===== src/rtl/traffic_pkg.sv =====
// traffic_pkg: shared definitions for the intersection controller.
//   - ST_A..ST_F : state codes driven by the sequencing FSM (0..5).
//   - ST_NONE    : code that no valid phase uses; forces a reload.
//   - timer_state_e : encodings of the phase timer FSM.
//   - DEF_*      : default timing parameters.
//   - is_green / is_clear / is_valid : state-code classification helpers.
package traffic_pkg;

    localparam logic [3:0] ST_A    = 4'd0;
    localparam logic [3:0] ST_B    = 4'd1;
    localparam logic [3:0] ST_C    = 4'd2;
    localparam logic [3:0] ST_D    = 4'd3;
    localparam logic [3:0] ST_E    = 4'd4;
    localparam logic [3:0] ST_F    = 4'd5;
    localparam logic [3:0] ST_NONE = 4'hF;

    typedef enum logic [2:0] {
        S_IDLE_BAD = 3'd0,
        S_LOAD     = 3'd1,
        S_COUNT    = 3'd2,
        S_FIRE     = 3'd3,
        S_WAIT_ACK = 3'd4
    } timer_state_e;

    localparam int DEF_TICK_DIV    = 50000000;
    localparam int DEF_CW          = 8;
    localparam int DEF_T_GREEN     = 20;
    localparam int DEF_T_CLEAR     = 5;
    localparam int DEF_T_YELLOW    = 3;
    localparam int DEF_T_SHORT     = 4;
    localparam int DEF_ACK_TIMEOUT = 8;

    // Green/walk phases A and D.
    function automatic logic is_green(input logic [3:0] s);
        return (s == ST_A) || (s == ST_D);
    endfunction

    // Pedestrian clearance phases B and E.
    function automatic logic is_clear(input logic [3:0] s);
        return (s == ST_B) || (s == ST_E);
    endfunction

    function automatic logic is_valid(input logic [3:0] s);
        return s <= ST_F;
    endfunction

endpackage


===== src/rtl/tick_prescaler.sv =====
// tick_prescaler: divides the system clock down to the phase timing tick.
//   clk_i   : system clock
//   rst_i   : synchronous active-high reset
//   clear_i : restart the count at 0 on the next edge
//   tick_o  : high for one clock when the count is at TICK_DIV-1
module tick_prescaler #(
    parameter int TICK_DIV = 4
) (
    input  logic clk_i,
    input  logic rst_i,
    input  logic clear_i,
    output logic tick_o
);

    localparam int PW = (TICK_DIV > 1) ? $clog2(TICK_DIV) : 1;
    localparam logic [PW-1:0] LAST = PW'((TICK_DIV > 1) ? (TICK_DIV - 1) : 0);

    logic [PW-1:0] presc_q, presc_d;

    assign tick_o = (presc_q == LAST);

    always_comb begin
        presc_d = tick_o ? '0 : presc_q + PW'(1);
        if (clear_i) presc_d = '0;
    end

    always_ff @(posedge clk_i) begin
        if (rst_i) presc_q <= '0;
        else       presc_q <= presc_d;
    end

endmodule


===== src/rtl/traffic_phase_timer.sv =====
// traffic_phase_timer: times each phase of the sequencing FSM and requests
// the advance to the next phase.
//   clock     : system clock
//   reset     : synchronous active-high reset
//   state     : current phase code from the sequencing FSM
//   ped_req   : pedestrian button level
//   change    : one-clock advance pulse
//   ped_flash : pedestrian red flash during clearance phases B/E
//   ped_wait  : a pedestrian request is latched
//   remaining : ticks left in the current phase
//   err       : sticky error (invalid code or missing acknowledge)
//   dbg_state : timer FSM state, for observation only
//
// Change handshake: change is a single-clock pulse. The sequencing FSM
// acknowledges by presenting a different state code; the timer then reloads
// for that code. Without an acknowledge within ACK_TIMEOUT clocks err is
// raised and the timer keeps waiting; it never pulses a second time.
module traffic_phase_timer
    import traffic_pkg::*;
#(
    parameter int TICK_DIV    = DEF_TICK_DIV,
    parameter int CW          = DEF_CW,
    parameter int T_GREEN     = DEF_T_GREEN,
    parameter int T_CLEAR     = DEF_T_CLEAR,
    parameter int T_YELLOW    = DEF_T_YELLOW,
    parameter int T_SHORT     = DEF_T_SHORT,
    parameter int ACK_TIMEOUT = DEF_ACK_TIMEOUT
) (
    input  logic          clock,
    input  logic          reset,
    input  logic [3:0]    state,
    input  logic          ped_req,
    output logic          change,
    output logic          ped_flash,
    output logic          ped_wait,
    output logic [CW-1:0] remaining,
    output logic          err,
    output logic [2:0]    dbg_state
);

    // A zero shortened green would never expire, so it is clamped like durations.
    localparam logic [CW-1:0] SHORT_CW = CW'((T_SHORT < 1) ? 1 : T_SHORT);
    localparam int ACK_LAST = (ACK_TIMEOUT > 1) ? (ACK_TIMEOUT - 1) : 0;
    localparam int AW       = (ACK_LAST > 0) ? $clog2(ACK_LAST + 1) : 1;

    timer_state_e  fsm_q, fsm_d;
    logic [3:0]    last_state_q, last_state_d;
    logic [CW-1:0] remaining_q, remaining_d;
    logic [AW-1:0] ack_cnt_q, ack_cnt_d;
    logic          change_q, change_d;
    logic          ped_wait_q, ped_wait_d;
    logic          flash_q, flash_d;
    logic          err_q, err_d;
    logic          tick;
    logic          moved;
    logic          phase_active;

    function automatic logic [CW-1:0] dur_of(input logic [3:0] s);
        int d;
        if (is_green(s))      d = T_GREEN;
        else if (is_clear(s)) d = T_CLEAR;
        else                  d = T_YELLOW;
        if (d < 1) d = 1;
        return CW'(d);
    endfunction

    tick_prescaler #(
        .TICK_DIV (TICK_DIV)
    ) u_presc (
        .clk_i   (clock),
        .rst_i   (reset),
        .clear_i (fsm_q == S_LOAD),
        .tick_o  (tick)
    );

    assign moved        = (state != last_state_q);
    assign phase_active = (fsm_q == S_COUNT) || (fsm_q == S_FIRE) || (fsm_q == S_WAIT_ACK);

    always_comb begin
        fsm_d        = fsm_q;
        last_state_d = last_state_q;
        remaining_d  = remaining_q;
        ack_cnt_d    = ack_cnt_q;
        change_d     = 1'b0;
        ped_wait_d   = ped_wait_q | ped_req;
        flash_d      = flash_q;
        err_d        = err_q;

        // Flash phase follows the tick for the whole B/E phase, including
        // the pulse and acknowledge wait; the output is gated below.
        if (phase_active && tick) flash_d = ~flash_q;

        case (fsm_q)
            S_LOAD: begin
                last_state_d = state;
                if (is_valid(state)) begin
                    remaining_d = dur_of(state);
                    flash_d     = 1'b1;
                    fsm_d       = S_COUNT;
                    // Green has ended: drop the request unless the button is
                    // still held this very clock.
                    if (is_clear(state)) ped_wait_d = ped_req;
                end else begin
                    err_d = 1'b1;
                    fsm_d = S_IDLE_BAD;
                end
            end
            S_COUNT: begin
                if (moved) begin
                    fsm_d = S_LOAD;
                end else if (ped_wait_q && is_green(last_state_q) && (remaining_q > SHORT_CW)) begin
                    // Prescaler phase is left running on purpose.
                    remaining_d = SHORT_CW;
                end else if (tick) begin
                    if (remaining_q <= CW'(1)) begin
                        remaining_d = '0;
                        fsm_d       = S_FIRE;
                    end else begin
                        remaining_d = remaining_q - CW'(1);
                    end
                end
            end
            S_FIRE: begin
                change_d  = 1'b1;
                ack_cnt_d = '0;
                fsm_d     = S_WAIT_ACK;
            end
            S_WAIT_ACK: begin
                if (moved)                              fsm_d = S_LOAD;
                else if (ack_cnt_q == AW'(ACK_LAST))    err_d = 1'b1;
                else                                    ack_cnt_d = ack_cnt_q + AW'(1);
            end
            S_IDLE_BAD: begin
                err_d = 1'b1;
                if (is_valid(state)) fsm_d = S_LOAD;
            end
            default: fsm_d = S_LOAD;
        endcase
    end

    always_ff @(posedge clock) begin
        if (reset) begin
            fsm_q        <= S_LOAD;
            last_state_q <= ST_NONE;
            remaining_q  <= '0;
            ack_cnt_q    <= '0;
            change_q     <= 1'b0;
            ped_wait_q   <= 1'b0;
            flash_q      <= 1'b0;
            err_q        <= 1'b0;
        end else begin
            fsm_q        <= fsm_d;
            last_state_q <= last_state_d;
            remaining_q  <= remaining_d;
            ack_cnt_q    <= ack_cnt_d;
            change_q     <= change_d;
            ped_wait_q   <= ped_wait_d;
            flash_q      <= flash_d;
            err_q        <= err_d;
        end
    end

    assign change    = change_q;
    assign ped_wait  = ped_wait_q;
    assign remaining = remaining_q;
    assign err       = err_q;
    assign ped_flash = flash_q && phase_active && is_clear(last_state_q);
    assign dbg_state = fsm_q;

endmodule

===== config.mk =====
export PLATFORM = sky130hd
export DESIGN_NAME = traffic_phase_timer
export DESIGN_NICKNAME = d
export VERILOG_FILES = /design/src/rtl/traffic_pkg.sv /design/src/rtl/tick_prescaler.sv /design/src/rtl/traffic_phase_timer.sv
export SDC_FILE = /design/constraint.sdc
export NUM_CORES = 1
export LEC_CHECK = 0
export CAP_MARGIN = 0
export CORE_ASPECT_RATIO = 0.9
export CORE_UTILIZATION = 54
export CTS_BUF_LIST = sky130_fd_sc_hd__clkbuf_2
export CTS_CLUSTER_SIZE = 20
export DETAILED_ROUTE_END_ITERATION = 8
export PLACE_DENSITY = 0.87
export SKIP_LAST_GASP = 1
export SLEW_MARGIN = 20
export SYNTH_ARGS = -nofsm -noshare
export SYNTH_HDL_FRONTEND = slang
export SYNTH_SLANG_ARGS = --single-unit

===== constraint.sdc =====
create_clock -name clock -period 1.9 [get_ports clock]
set_input_delay 0.19 -clock clock [delete_from_list [all_inputs] [get_ports clock]]
set_output_delay 0.19 -clock clock [all_outputs]
set_load 0.01 [all_outputs]

==> flow_summary.toml, run 1 <==
[clocking]
clk_latency_ns = 0.44
clkSlewWorstSetupHoldPaths_ns = 0.26
clockBufferDepth = 2
tritoncts = "yes"
ctsRootBufferMaster = "clkbuf_2"
htreeDepth = 2
cts_sinks = 48
cts_hold_buf = 0
cts_buffers = 5

[synthesis]
ys_ff_latch = 48
synth_compound_area_share_pct = 13.6
syn_avg_cell_area_um2 = 8.40
synth_warnings = 0
synth_top_family_by_area = "simple AND/OR/NAND/NOR gates"
synth_fa_ha_area_share_pct = 3.08
synth_edf_count = 0
async_flop_share_pct = 0
syn-num-nets = 303
synth-simple-area-share_pct = 26.0
yosys.area.top_type = "dfxtp_1"
muxShareOfSynthArea_pct = 1.28
syn_area_um2 = 2440
netlist.area_leader.share_pct = 39.4
synth_cells = 290
synth_area_leaders = "dfxtp_1 39%, nor2_1 7.1%, xor2_1 6.8%, xnor2_1 5.4%, nand3_1 3.7%"
ys_seq_area_share_pct = 39.4
synth_ff_type = "dfxtp_1"
synth_cell_types = 47
synthXorXnorAreaFrac_pct = 12.2

[route]
first_iter_violations = 189
dr_total_vias = 2383
drc_errors = 0
viasPerCell = 5.62
wl_um = 6510
drtAntennaViolNets = 0
avgRoutedWirePerCell_um = 15.3
drtPass1Iterations = 6

[floorplan]
die_w_um = 72.8
die_area_um2 = 4780
core_region_area_um2 = 4210
rows = 22
num_io_pins = 22
start_util_pct = 57.8
die_y_um = 65.7

[worst_setup_path]
worst_ep_arrival_time_ns = 2.47
worstReg2RegEnd = "remaining[7]$_SDFFE_PP0P_"
cp-start-kind = "flop"
path_class = "flop to flop"
crit_chain = "nor4b_2, nand2_1, nor4_4, o21bai_4, or3b_4, o31ai_2"
reg2reg_slack_ns = -0.20
worstReg2RegStart = "u_presc.presc_q[9]$_SDFF_PP0_"
critical-path-slowest-cell = "or3b_4"
crit_path_end_kind = "flop"
cp.required_ns = 2.27
cp_max_fo = 3
r2r_cells = 6
cpPeakStageDelay_ns = 0.42

[placed_design]
pre_cts_ws_ns = -0.376
numPortBuffers = 21
place_area_um2 = 3090
dp_hpwl_um = 4190
place.gp.congestion = 0.858
place_inst = 411

[outcome]
outcome = "finished with violations"
violations = "negative setup slack"

[sta]
min_period_ns = 2.10
holdWs_ns = 0.340
maxSlewHeadroom_pct = 62.5
min_period_over_period_pct = 110
fin_worst_skew_ns = 0.0235
worst_pin_slew_ns = 0.558
timing.final.hold_violations = 0
setup_slack_ns = -0.199
setup_viol = 16
clock.fmax_mhz = 476
rsz0062_at_grt = "true"
fin_setup_tns_ns = -0.771
drv_slew = 0

[cells_and_area]
n_antenna_cell = 0
fin_area_um2 = 3330
finalNonFillerCells = 424
mostFrequentLayoutCells = "55 x buf_4, 46 x nor2_1, 33 x dfxtp_1"
final_common_cell = "buf_4"
drive_gt1_share_pct = 31.3
area_growth_pct = 36.6
nNetsFinal = 376

[global_routing]
grt_max_degree = 27
antenna_found_initial = 0
grt_pass1_wl_um = 9920
grt_pass1_vias = 2294
grt.overflow.total = 0
groute.usage.overall_pct = 26.6

[worst_hold_path]
min_to = "ped_wait$_SDFF_PP0_"
hold_depth = 3
hp-class = "primary input to flop"
hp-start = "ped_req"

[pwr]
p_per_area_nw_per_um2 = 531
ir_worst_vdd_v = 0.000470
p_leak_nw = 1.28

[flow_run]
max-cap-violations = 0
cell families after synthesis:
| group | Yosys count |
|---|---|
| AOI/OAI and AO/OA | 51 |
| xor gates and xnor gates | 34 |
| adders and majority gates | 6 |
| buffers and inverters | 25 |
| DFF | 48 |
| muxes | 3 |
| and+or+nand+nor | 123 |
worst max-delay path: cells and delay by family (launching register included):
family,cells,cell delay (ns)
and+or+nand+nor,4,1.25
DFF,1,0.40
AOI/OAI and AO/OA,2,0.38
worst max-delay path by stage:
| stage | from | endpoint | slack (ns) | depth (start not counted) |
|---|---|---|---|---|
| after floorplan | remaining[4]$_SDFFE_PP0P_ | remaining[6]$_SDFFE_PP0P_ | -0.06 | 8 |
| after global placement | state[3] | remaining[5]$_SDFFE_PP0P_ | -0.26 | 7 |
| after CTS | u_presc.presc_q[1]$_SDFF_PP0_ | remaining[5]$_SDFFE_PP0P_ | -0.13 | 7 |
| after detailed placement | state[3] | remaining[5]$_SDFFE_PP0P_ | -0.38 | 7 |
| final | u_presc.presc_q[9]$_SDFF_PP0_ | remaining[7]$_SDFFE_PP0P_ | -0.20 | 6 |
| after global routing | u_presc.presc_q[9]$_SDFF_PP0_ | remaining[7]$_SDFFE_PP0P_ | -0.28 | 6 |
layer usage:
layer  GRT usage [%]  vias up  part of all wire, %
met1            29.8     1137                   41
li1                -     1145                    -
met5               0        -                    0
met4            8.33        0                  2.4
met3            6.13       23                  3.8
met2            49.5       78                   53
cell usage after synthesis (all sizes together), types with 2 or more instances:
library cell and count:
a211o 4, a211oi 3, a21oi 16, a31oi 4, and2 2, and3 4, buf 3, clkbuf 9
dfxtp 48, ha 6, inv 13, mux2i 2, nand2 15, nand3 18, nand4 3, nor2 46
nor2b 7, nor3 7, nor3b 2, nor4 8, o211ai 2, o21ai 11, o21bai 3, o22ai 3
o31ai 2, or2 3, or3 2, or3b 2, xnor2 15, xor2 19
layout make-up:
class | instances | area [um2]
Clock buffer | 5 | 25.0
Multi-Input combinational cell | 217 | 1530
Inverter | 13 | 48.8
Clock inverter | 3 | 18.8
Fill cell | 262 | 883
Timing Repair Buffer | 78 | 643
Tap cell | 60 | 75.1
Sequential cell | 48 | 985
power breakdown:
group	total, mW	switching, mW	internal, mW
clock	0.425	0.340	0.0849
sequential	1.06	0.0238	1.03
combinational	0.284	0.144	0.140
through the flow:
stage	power, mW	util (%)
after floorplan	1.21	-
after global placement	1.32	73.4
after detailed placement	1.33	73.4
after CTS	1.74	75.5
after global routing	1.85	79.0
final	1.77	79.0
state kept, by name (all words and copies together) (netlist names):
register         count
change               1
remaining            8
err                  1
u_presc.presc_q     26
ped_wait             1
ack_cnt_q            3
last_state_q         4
dbg_state            3
flash_q              1
timing repair:
| action | 4_1_cts | 5_1_grt |
|---|---|---|
| pin swaps | 1 | 7 |
| setup endpoints to repair | 12 | 36 |
| gates cloned | 0 | 1 |
| setup buffers | 1 | 5 |
| resized for setup | 11 | 37 |
(Power assumes the default switching activity.)
==> run 2, diff against run 1 <==
--- a/config.mk
+++ b/config.mk
@@ -11,6 +11,7 @@
 export CTS_BUF_LIST = sky130_fd_sc_hd__clkbuf_2
 export CTS_CLUSTER_SIZE = 20
 export DETAILED_ROUTE_END_ITERATION = 8
+export HOLD_SLACK_MARGIN = 0.06
 export PLACE_DENSITY = 0.87
 export SKIP_LAST_GASP = 1
 export SLEW_MARGIN = 20
==> results of run 2 <==
No change in the layout: final DEF, timing and power equal those of run 1.
==> RTL change 1: new RTL, settings of run 1 <==
Register the output `err` once more; this adds one clock of latency there. The other outputs are not delayed to match.
--- a/src/rtl/traffic_phase_timer.sv
+++ b/src/rtl/traffic_phase_timer.sv
@@ -163,7 +163,9 @@
     assign change    = change_q;
     assign ped_wait  = ped_wait_q;
     assign remaining = remaining_q;
-    assign err       = err_q;
+    always_ff @(posedge clock) begin
+        err <= err_q;
+    end
     assign ped_flash = flash_q && phase_active && is_clear(last_state_q);
     assign dbg_state = fsm_q;
 
Formal check against the unedited RTL: not equivalent (a bounded check fails within 4 cycles, from zero or initial values and one cycle with reset high).
==> RTL change 1 against run 1 <==
  * The flow still finishes with violations (setup timing)
  * Sequential cell count increased by 1
  * Critical endpoint is now remaining[5]
  * Worst setup slack improved by 0.050 ns
  * First-iteration DRC count increased by 79%
  * Area after synthesis increased by 0.82%
  * Clock skew decreased by 0.0084 ns
  * Fmax increased by 2.4%
  * Critical path type unchanged
  * Synthesized cell count increased by 0.34%
  * Total power increased by 21%
  * Core utilization increased by 4.1 points
  * Design area increased by 5.2%
  * Clock power increased by 67%
  * Combinational power increased by 19%
  * Routed wire length increased by 25%
==> RTL change 1: results (changes against run 1) <==
| Metric | Value |
|---|---|
| WL final | `8140 µm (+25%)` |
| Dominant cells by area after synthesis | `dfxtp_1 (40%), nor2_1 (7.0%), xor2_1 (6.8%)` |
| Final setup viols | `16 (unchanged)` |
| Layout cells sized above 1 | `33.9% (+2.6 points)` |
| Initial antenna violation count | `0 (unchanged)` |
| Synthesized netlist net count | `304 (+0.33%)` |
| Post-synth top cells | `dfxtp_1 (49), nor2_1 (46), xor2_1 (19)` |
| Arr. time, crit path | `2.44 ns (-0.03 ns)` |
| Peak VDD IR | `0.739 mV (+57%)` |
| First-pass GRT wire length | `10600 µm (+6.7%)` |
| Final worst slack | `-0.149 ns (+0.0501 ns)` |
| Dpl ws | `-0.497 ns (-0.121 ns)` |
| Vias in the first global route | `2354 (+2.6%)` |
| Total track usage | `28.9% (+2.3 points)` |
| Largest stage delay, worst path | `0.45 ns (+0.03 ns)` |
| Placed insts | `410 (-0.24%)` |
| GPL Wtd Cong | `0.844 (-1.6%)` |
| Clock Latency Late Sink | `0.46 ns (+0.02 ns)` |
| DPL Wire Length | `4420 µm (+5.6%)` |
| WHS | `0.331 ns (-0.00851 ns)` |
| Failing checks | `setup timing` |
| Syn Inst Count | `291 (+0.34%)` |
| Setup TNS | `-0.949 ns (-0.178 ns)` |
| Sequential area share after synthesis | `39.9% (+0.49 points)` |
| Vias per cell | `6.27 (+12%)` |
| Status | `complete, but fails checks` |
| Postcts setup bufs | `6 (+5)` |
| Pleak | `1.39 nW (+8.1%)` |
| Clock Skews | `0.0151 ns (-0.00843 ns)` |
| Filler Cells Inserted | `221 (-16%)` |
| Post-CTS sizing | `21 (+10)` |
-- RTL change 1: cell count changes after synthesis, sizes merged --
| cell | before | now |
|---|---|---|
| dfxtp | 48 | 49 |
-- RTL change 1: cell families (layout without fill, tap and decap cells) --
logic type / after synthesis / after routing / share of synthesized area [%]
AO/OA/AOI/OAI: 51 / 51 / 13.4
XOR/XNOR: 34 / 34 / 12.1
adder cells (fa/ha/maj): 6 / 6 / 3.06
buffers and inverters: 25 / 103 / 4.38
flip-flops: 49 / 49 / 39.9
multiplexers: 3 / 3 / 1.27
AND/OR/NAND/NOR: 123 / 123 / 25.8
-- RTL change 1: worst paths after layout --
check,cells past startpoint,to,start
worst max-delay path,6,remaining[5],u_presc.presc_q[6]
worst max register to register,6,remaining[5],u_presc.presc_q[6]
worst min register to register,0,err,err_q
worst min-delay path,3,ped_wait,ped_req
-- RTL change 1: per-layer routing --
layer	up-vias	share of wire (%)	global-route usage, %
li1	1157	-	-
met1	1268	39	35.8
met2	205	47	48.4
met3	60	9.1	7.01
met4	0	5.4	11.0
met5	-	0	0
-- RTL change 1: power breakdown --
group | leakage (nW) | switching [W] | total [W] | internal (W)
combinational | 0.929 | 0.000172 | 0.000337 | 0.000165
sequential | 0.406 | 0.0000249 | 0.00108 | 0.00106
clock | 0.0529 | 0.000360 | 0.000711 | 0.000351
-- RTL change 1: layout make-up --
type                    instances  area (µm²)  area share (%)
clock buffers                   5        25.0           0.715
clock inverters                 3        65.1            1.86
inverters                      13        48.8            1.39
multi-input cells             217        1560            44.7
flip-flops and latches         49        1000            28.7
well taps                      60        75.1            2.15
repair buffers                 82         719            20.6
-- RTL change 1: critical path, delay by kind of cell (launching register included) --
kind / cells / cell delay, ns
compound gates: 2 / 0.32
flops: 1 / 0.41
simple gates: 4 / 1.25
==> RTL change 2: new RTL, config.mk and constraints of run 1 <==
Made on the original files. Change the package constant `DEF_CW` from 8 to 7.
--- a/src/rtl/traffic_pkg.sv
+++ b/src/rtl/traffic_pkg.sv
@@ -23,7 +23,7 @@
     } timer_state_e;
 
     localparam int DEF_TICK_DIV    = 50000000;
-    localparam int DEF_CW          = 8;
+    localparam int DEF_CW          = 7;
     localparam int DEF_T_GREEN     = 20;
     localparam int DEF_T_CLEAR     = 5;
     localparam int DEF_T_YELLOW    = 3;
Ports: changed (resized remaining); port bits go from 22 to 21. No check against the original RTL was run, so the function may have changed too.
==> RTL change 2 against run 1 <==
  * The run still ends with setup timing left
  * Design area increased by 1.2%
  * Global-route usage increased by 4.8 points
  * Critical path depth increased by 1
  * Non-clock buffer count increased by 2
  * Core utilization increased by 1.5 points
  * Combinational power increased by 17%
  * Sequential cell count decreased by 1
  * Worst setup slack improved by 0.057 ns
  * Area after synthesis decreased by 0.51%
  * Total power increased by 9.3%
  * Routed wire length increased by 18%
  * Critical path type unchanged
  * Highest routed layer unchanged
==> RTL change 2: results (changes against run 1) <==
| Metric | Value |
|---|---|
| Status | `complete, but fails checks` |
| Failing checks | `setup timing` |
| Final worst slack | `-0.142 ns (+0.0567 ns)` |
| Met2 Track Usage GR | `52.2% (+2.7 points)` |
| Pleak | `1.28 nW (-0.36%)` |
| Vias in the first global route | `2497 (+8.8%)` |
| Largest stage delay, worst path | `0.55 ns (+0.13 ns)` |
| First-pass GRT wire length | `11300 µm (+14%)` |
| Post-synthesis mux area share | `0.826% (-0.46 points)` |
| Avg Cell Area, Syn | `8.53 µm² (+1.6%)` |
| Post-synth top cells | `dfxtp_1 (47), nor2_1 (46), xor2_1 (18)` |
| Final net count | `374 (-0.53%)` |
| Dominant cells by area after synthesis | `dfxtp_1 (39%), nor2_1 (7.1%), xor2_1 (6.5%)` |
| Int Pwr | `0.00138 W (+9.9%)` |
| Arr. time, crit path | `2.41 ns (-0.06 ns)` |
| Synth Area in Adders | `3.10% (+0.016 points)` |
| Setup TNS | `-0.966 ns (-0.194 ns)` |
| Starting DRT DRC Count | `210 (+11%)` |
| Area post-placement | `3040 µm² (-1.6%)` |
| Clock Latency Late Sink | `0.47 ns (+0.03 ns)` |
| Met3 usage | `6.60% (+0.46 points)` |
| Slowest CP cell | `or4_4` |
| Final setup viols | `9 (-7)` |
| Synthesized netlist net count | `297 (-2.0%)` |
| Clock Pin Slew Worst Setup and Hold Paths | `0.23 ns (-0.03 ns)` |
| Slew @ Worst Pin | `0.565 ns (+0.00651 ns)` |
| Vias per cell | `6.19 (+10%)` |
| DPL Wire Length | `4540 µm (+8.5%)` |
| Vias | `2607 (+9.4%)` |
| Layout cells sized above 1 | `28.3% (-3.1 points)` |
| Synth Area in XOR/XNOR | `11.2% (-1.0 points)` |
| Met2 wire len | `3650 µm (+6.7%)` |
| Sequential area share after synthesis | `38.8% (-0.62 points)` |
| Total track usage | `31.4% (+4.8 points)` |
| CP Launch Point | `remaining[5]` |
| Filler Cells Inserted | `258 (-1.5%)` |
| Area grow syn2layout | `39.0%` |
-- RTL change 2: final timing paths --
check,slack [ns],endpoint
worst min-delay path,0.33,ped_wait
worst max-delay path,-0.14,remaining[5]
worst min register to register,0.51,err
worst max register to register,-0.14,remaining[5]
-- RTL change 2: cell type report --
cell class,instances,share of cell area [%]
sequential,47,28.3
inverter,10,1.11
clock buffer,5,0.743
clock inverter,2,1.11
tap,60,2.23
timing repair buffer,80,19.7
multi-input combinational,217,46.7
-- RTL change 2: worst max-delay path: cells and delay by family (launching register included) --
family | cells | cell delay, ns
AO/OA/AOI/OAI | 3 | 0.64
buffers and inverters | 2 | 0.31
flip-flops | 1 | 0.37
AND/OR/NAND/NOR | 2 | 0.62
-- RTL change 2: logic make-up (layout without fill, tap and decap cells) --
logic type      after synthesis  in the layout
simple gates                127            127
compound gates               51             51
flops                        47             47
xor+xnor                     31             31
buf+inv                      20             97
fa+ha+maj                     6              6
mux                           2              2
-- RTL change 2: power by group through the flow --
stage | clock [W] | sequential (W) | combinational, W
floorplan | 0 | 0.00106 | 0.000146
global placement | 0 | 0.00105 | 0.000260
detailed placement | 0 | 0.00105 | 0.000271
CTS | 0.000559 | 0.00104 | 0.000285
global route | 0.000598 | 0.00104 | 0.000348
finish | 0.000559 | 0.00104 | 0.000333
-- RTL change 2: what timing repair did --
item                                   in CTS  in global routing
setup endpoints to repair                  11                 36
hold buffers                                0                  0
endpoints found under the hold margin       0                  0
setup buffers                               5                  5
resized for setup                          15                 25
pin swaps                                   8                  7
